===== config.mk =====
export PLATFORM = sky130hd
export DESIGN_NAME = scalar_multiplier_arbiter
export DESIGN_NICKNAME = d
export VERILOG_FILES = /design/src/rtl/scalar_multiplier_arbiter.sv
export SDC_FILE = /design/constraint.sdc
export NUM_CORES = 1
export LEC_CHECK = 0
export CORE_AREA = 3 3 343 345
export DETAILED_ROUTE_END_ITERATION = 16
export DIE_AREA = 0 0 346 348
export DONT_BUFFER_PORTS = 1
export PLACE_DENSITY = 0.3
export SLEW_MARGIN = 40
export SYNTH_ARGS = -nofsm -noshare
export SYNTH_HDL_FRONTEND = slang
export SYNTH_SLANG_ARGS = --single-unit

===== constraint.sdc =====
create_clock -name clock_i -period 1.45 [get_ports clock_i]
set_input_delay 0.3625 -clock clock_i [delete_from_list [all_inputs] [get_ports clock_i]]
set_output_delay 0.3625 -clock clock_i [all_outputs]
set_load 0.005 [all_outputs]

===== src/rtl/scalar_multiplier_arbiter.sv =====
// Round-robin arbiter that shares one pipelined 64-bit multiplier between two requesters.
// Define MUL_ARB_PERF_CNT_EN to add the grant and conflict performance counters.
module scalar_multiplier_arbiter #(
    parameter int TAG_W   = 5,
    parameter int LATENCY = 2
) (
    input  logic               clock_i,
    input  logic               reset_ni,
    input  logic               req0_valid_i,
    output logic               req0_ready_o,
    input  logic [2:0]         req0_funct3_i,
    input  logic               req0_mul32_i,
    input  logic [63:0]        req0_rs1_i,
    input  logic [63:0]        req0_rs2_i,
    input  logic [TAG_W-1:0]   req0_tag_i,
    input  logic               flush0_i,
    input  logic               req1_valid_i,
    output logic               req1_ready_o,
    input  logic [2:0]         req1_funct3_i,
    input  logic               req1_mul32_i,
    input  logic [63:0]        req1_rs1_i,
    input  logic [63:0]        req1_rs2_i,
    input  logic [TAG_W-1:0]   req1_tag_i,
    input  logic               flush1_i,
    output logic               resp0_valid_o,
    output logic [63:0]        resp0_rd_o,
    output logic [TAG_W-1:0]   resp0_tag_o,
    output logic               resp1_valid_o,
    output logic [63:0]        resp1_rd_o,
    output logic [TAG_W-1:0]   resp1_tag_o,
    output logic [127:0]       resp1_rd_complete_o,
    output logic               mul_request_o,
    output logic [2:0]         mul_funct3_o,
    output logic               mul_32b_o,
    output logic [63:0]        mul_rs1_o,
    output logic [63:0]        mul_rs2_o,
    input  logic [63:0]        mul_rd_i,
    input  logic [127:0]       mul_rd_complete_i,
`ifdef MUL_ARB_PERF_CNT_EN
    input  logic               perf_clear_i,
    output logic [31:0]        perf_grant0_o,
    output logic [31:0]        perf_grant1_o,
    output logic [31:0]        perf_conflict_o,
`endif
    output logic               busy_o
);

    logic             r_ptr;
    logic             r_stValid [LATENCY];
    logic             r_stPort  [LATENCY];
    logic [TAG_W-1:0] r_stTag   [LATENCY];

    logic             w_elig0;
    logic             w_elig1;
    logic             w_grant0;
    logic             w_grant1;
    logic [TAG_W-1:0] w_issueTag;
    logic             w_stLive  [LATENCY];
    logic             w_anyInflight;

    // A flushing port is simply not eligible, so it can never be granted while flushing.
    assign w_elig0  = req0_valid_i & ~flush0_i;
    assign w_elig1  = req1_valid_i & ~flush1_i;
    assign w_grant0 = w_elig0 & (~w_elig1 | ~r_ptr);
    assign w_grant1 = w_elig1 & (~w_elig0 |  r_ptr);

    assign req0_ready_o = w_grant0;
    assign req1_ready_o = w_grant1;

    always_comb begin
        mul_request_o = w_grant0 | w_grant1;
        mul_funct3_o  = '0;
        mul_32b_o     = 1'b0;
        mul_rs1_o     = '0;
        mul_rs2_o     = '0;
        w_issueTag    = '0;
        if (w_grant0) begin
            mul_funct3_o = req0_funct3_i;
            mul_32b_o    = req0_mul32_i;
            mul_rs1_o    = req0_rs1_i;
            mul_rs2_o    = req0_rs2_i;
            w_issueTag   = req0_tag_i;
        end else if (w_grant1) begin
            mul_funct3_o = req1_funct3_i;
            mul_32b_o    = req1_mul32_i;
            mul_rs1_o    = req1_rs1_i;
            mul_rs2_o    = req1_rs2_i;
            w_issueTag   = req1_tag_i;
        end
    end

    // Live means valid and not being flushed by its owner this cycle.
    always_comb begin
        w_anyInflight = 1'b0;
        for (int i = 0; i < LATENCY; i++) begin
            w_stLive[i]   = r_stValid[i] & ~(r_stPort[i] ? flush1_i : flush0_i);
            w_anyInflight = w_anyInflight | r_stValid[i];
        end
    end

    always_ff @(posedge clock_i or negedge reset_ni) begin
        if (!reset_ni) begin
            r_ptr <= 1'b0;
            for (int i = 0; i < LATENCY; i++) begin
                r_stValid[i] <= 1'b0;
                r_stPort[i]  <= 1'b0;
                r_stTag[i]   <= '0;
            end
        end else begin
            if (w_grant0 | w_grant1) begin
                r_ptr <= w_grant0;
            end
            r_stValid[0] <= w_grant0 | w_grant1;
            r_stPort[0]  <= w_grant1;
            r_stTag[0]   <= w_issueTag;
            for (int i = 1; i < LATENCY; i++) begin
                r_stValid[i] <= w_stLive[i-1];
                r_stPort[i]  <= r_stPort[i-1];
                r_stTag[i]   <= r_stTag[i-1];
            end
        end
    end

    always_comb begin
        resp0_valid_o       = 1'b0;
        resp0_rd_o          = '0;
        resp0_tag_o         = '0;
        resp1_valid_o       = 1'b0;
        resp1_rd_o          = '0;
        resp1_tag_o         = '0;
        resp1_rd_complete_o = '0;
        if (w_stLive[LATENCY-1]) begin
            if (r_stPort[LATENCY-1]) begin
                resp1_valid_o       = 1'b1;
                resp1_rd_o          = mul_rd_i;
                resp1_tag_o         = r_stTag[LATENCY-1];
                resp1_rd_complete_o = mul_rd_complete_i;
            end else begin
                resp0_valid_o = 1'b1;
                resp0_rd_o    = mul_rd_i;
                resp0_tag_o   = r_stTag[LATENCY-1];
            end
        end
    end

    assign busy_o = req0_valid_i | req1_valid_i | w_anyInflight;

`ifdef MUL_ARB_PERF_CNT_EN
    logic [31:0] r_perfGrant0;
    logic [31:0] r_perfGrant1;
    logic [31:0] r_perfConflict;

    always_ff @(posedge clock_i or negedge reset_ni) begin
        if (!reset_ni) begin
            r_perfGrant0   <= '0;
            r_perfGrant1   <= '0;
            r_perfConflict <= '0;
        end else if (perf_clear_i) begin
            r_perfGrant0   <= '0;
            r_perfGrant1   <= '0;
            r_perfConflict <= '0;
        end else begin
            if (w_grant0)           r_perfGrant0   <= r_perfGrant0 + 32'd1;
            if (w_grant1)           r_perfGrant1   <= r_perfGrant1 + 32'd1;
            if (w_elig0 & w_elig1)  r_perfConflict <= r_perfConflict + 32'd1;
        end
    end

    assign perf_grant0_o   = r_perfGrant0;
    assign perf_grant1_o   = r_perfGrant1;
    assign perf_conflict_o = r_perfConflict;
`endif

endmodule


==> results by stage <==
Critical path:
- STA classifies the critical path endpoint as a primary output.
- The startpoint type of the worst setup path is an input port.
- The critical path goes through and3b_4 -> buf_12 -> buf_4 -> o22ai_1 -> buf_4.
- Data on the critical path is required at its endpoint by 1.09 ns.
- Counting stages on the worst path, the most repeated cell is buf_4.
- By startpoint and endpoint, the worst setup path is classified as in -> out.
- The maximum cell stage delay along the critical path is 0.45 ns.
- The slowest stage of the critical path belongs to the cell and3b_4.
- The worst endpoint data arrival time is ~1.9 ns.
- The maximum fanout count along the critical path is 141.

Final layout:
- The number of nets in the layout is 1308.
- The layout-stage area growth over the synthesis result is 71.42%.
- The share of layout cells above drive strength 1 is 0.4323.
- The filler cell count in the final layout is approximately 13000.

Timing:
- Timing would allow up to 449.6 MHz.
- The final-report hold violation count is 0.
- The number of max-slew violations in the final report was 0.
- Across all hold checks on the routed design, the worst slack comes to 0.3369 ns.
- Setup violations remaining at the end of the flow were counted as approximately 410.
- After layout, the worst setup slack is -0.7744 ns.
- The minimum period implied by the final worst setup slack is between 2 and 2.5 ns.
- Setup repair after global routing could not meet its margin everywhere.
- The clock tree skew after final layout is 0.01394 ns.
- In this run the tightest slew margin relative to its limit is 0.5712.
- In the finished design, the share of the clock period the worst path needs comes to 1.534.
- The actual slew at the worst max-slew pin is 0.6433 ns.

Power and ir drop:
- The share of total power dissipated in the clock network is 0.233.
- Power spread over the standard cell area amounts to around 280 nW/µm².
- The net switching power of the design is between 1 and 1.5 mW.
- The logic gate share of total power is 0.600.
- The internal portion of the total power is 1.652 mW.
- For this design the static power due to leakage is between 3 and 4 nW.
- The sequential fraction of design power is 0.168.
- Of the total power, the share spent switching nets is 0.4087.
- IR analysis of the VDD net gives a maximum drop of ~0.00033 V.

Logic synthesis:
- Each instance of the synthesized netlist takes up on average 7.165 µm².
- In the synthesized netlist the dominant register cell turns out to be dfrtp_1.
- The synthesized design contains 0 enable-type register cells.
- The gate count of the mapped netlist is just over 800.
- The number of distinct library cells after synthesis is 18.
- The share of flip-flops with an asynchronous set or reset is 1.000.
- For this run, the number of Yosys warnings is 0.
- In this run, synthesis produced a sequential element count of 15.
- The cell area after technology mapping is between 5000 and 6000 µm².
- The part of the Yosys area used for sequential elements is 0.06342.
- Synthesis produced a netlist with a net count of 1298.

Route:
- The count of nets left with antenna violations after detail routing is 0.
- The total iterations of the first detailed-routing run is 5.
- The routed wire length per instance is 33.06 µm.
- The wire length reported by the detailed router is 78.73 mm.
- Dividing the detail-routed via count by the number of cells gives around 3.2.
- The vias after detailed routing is 7519.
- The first-iteration detailed-routing DRC count is 612.
- The DRC violations left is 0.

CTS:
- The number of clock buffers added by TritonCTS is 3.
- The tree is rooted in a clkbuf_16.
- The CTS sink count is 15.
- The number of H-tree levels is 1.
- TritonCTS built the clock tree.
- The maximum clock path buffer count is 2.
- The clock insertion delay at the later pin of the skew report is 0.28 ns.
- Clock-pin slew was measured on the worst setup and hold paths at 0.07 ns.

Floorplan:
- The total area inside the core boundary comes to 114500 µm².
- During I/O placement, the number of pins put on the boundary was 876.
- The starting density of the core is 0.05169.
- The die covers between 100000 and 150000 µm².
- The floorplan step set the die width to 346 µm.
- In this run the vertical extent of the chip is 348 µm.
- The standard-cell row count is 124.

Global route:
- The initial antenna violation count is between 70 and 80.
- The first global-routing pass estimated 94.21 mm of wire.
- For met3 alone, demand over resource in global routing was 0.05006.
- The total overflow left after global routing is 0.
- The layer flagged by global routing as most heavily used is met2.
- The met1 track demand over resource is 0.1154.
- The met2 routing resource usage after global routing is 0.2351.
- The number of global-route vias before repair is 7428.
- Entering global routing, the biggest net connects 143 pins.
- For this run, the total global-route usage over all layers was measured as 0.1207.

Placed design:
- The global placement routability congestion is 0.9480.
- The count of port buffers added during placement is 0.
- The post-DP HPWL is between 60 and 70 mm.
- The worst setup slack before clock tree synthesis is -0.3669 ns.

Run:
- The number of maximum-capacitance constraint violations is 0.

Outcome:
- The final reports fail on negative setup slack.
- The run finished, with violations left.

Worst hold path:
- The path class of the lowest-slack min-delay path is in -> reg.
-- state kept, by name, indices dropped and copies added, names as in the netlist --
name	flops
r_stPort	2
r_ptr	1
r_stValid	2
r_stTag	10
-- power groups by stage --
| stage | clock [mW] | sequential, mW | combinational [mW] |
|---|---|---|---|
| finish | 0.651 | 0.468 | 1.67 |
| global placement | 0 | 0.475 | 1.41 |
| CTS | 0.706 | 0.467 | 1.67 |
| detailed placement | 0 | 0.475 | 1.42 |
| global route | 0.703 | 0.471 | 1.77 |
| floorplan | 0 | 0.468 | 1.16 |
-- final timing paths --
path / from / to / slack [ns] / cells after the start
worst max-delay path: req1_valid_i / mul_rs2_o[55] / -0.77 / 5
worst min-delay path: flush1_i / r_stValid[0] / 0.34 / 2
worst max register to register: r_ptr / r_stTag[6] / -0.18 / 6
worst min register to register: r_stTag[8] / r_stTag[3] / 0.35 / 0
max in group asynchronous: reset_ni / r_stTag[2] / 0.73 / 2
min in group asynchronous: reset_ni / r_stTag[4] / 0.50 / 2
-- metrics by stage --
step	util	setup TNS, ns	power [mW]	cell area [µm²]	std cells
after floorplan	-	-2.373	1.625	6523	826
after CTS	0.08593	-204.58	2.840	9839	2340
after global placement	0.07552	-86.14	1.887	8647	2297
after global routing	0.08821	-234.75	2.943	10100	2363
final	0.08860	-225.62	2.793	10140	2381
after detailed placement	0.07552	-88.53	1.895	8647	2297
-- placed cells by master (no fill, tap or decap), drive strengths merged --
master       count
nor3b            2
dfrtp           15
nor2b            1
nand2            1
nand2b           2
or4              1
mux2i            2
buf            120
nand3b         274
dlygate4sd3      1
and2           267
and3b            2
diode           34
nor2             2
o22ai          137
bufbuf           1
clkbuf           7
-- timing repair --
item                                   4_1_cts  5_1_grt
gates cloned                                24        3
resized for setup                           80       48
setup buffers                               13        6
pin swaps                                   48       41
setup endpoints to repair                  408      408
endpoints found under the hold margin       15        0
hold buffers                                 2        0
-- synth_stat cells, types with 4 or more instances --
cell type	n	area share
nand3b_1	274	0.35
and2_1	187	0.20
o22ai_1	137	0.14
buf_4	7	0.0089
buf_6	19	0.036
buf_2	31	0.026
buf_1	4	0.0025
and2_4	80	0.12
dfrtp_1	15	0.063
clkbuf_1	59	0.037
-- metal layers --
| metal | wire length (µm) | part of all wire | up-vias |
|---|---|---|---|
| met5 | 307 | 0.0039 | - |
| met4 | 3088 | 0.039 | 44 |
| met3 | 8302 | 0.11 | 170 |
| met2 | 41760 | 0.53 | 619 |
| met1 | 25270 | 0.32 | 3690 |
| li1 | - | - | 2996 |
-- cell families after synthesis --
kind of cell	Yosys count	synth area share
buffers and inverters	120	0.1112
AOI/OAI and AO/OA	137	0.1448
DFF	15	0.06342
and+or+nand+nor	552	0.6772
muxes	2	0.003383
-- worst max-delay path: cells and delay by family --
family | cells | cell delay, ns
AOI/OAI and AO/OA | 1 | 0.20
buffers and inverters | 3 | 0.50
and+or+nand+nor | 1 | 0.45
-- final cells by class --
class	count	area, µm²	share of cell area
multi-input combinational	691	5599	0.5519
timing repair buffer	125	2115	0.2084
tap	1512	1892	0.1865
sequential	15	375.4	0.03700
antenna	34	85.08	0.008387
clock buffer	4	78.83	0.007770
(Power assumes the default switching activity.)
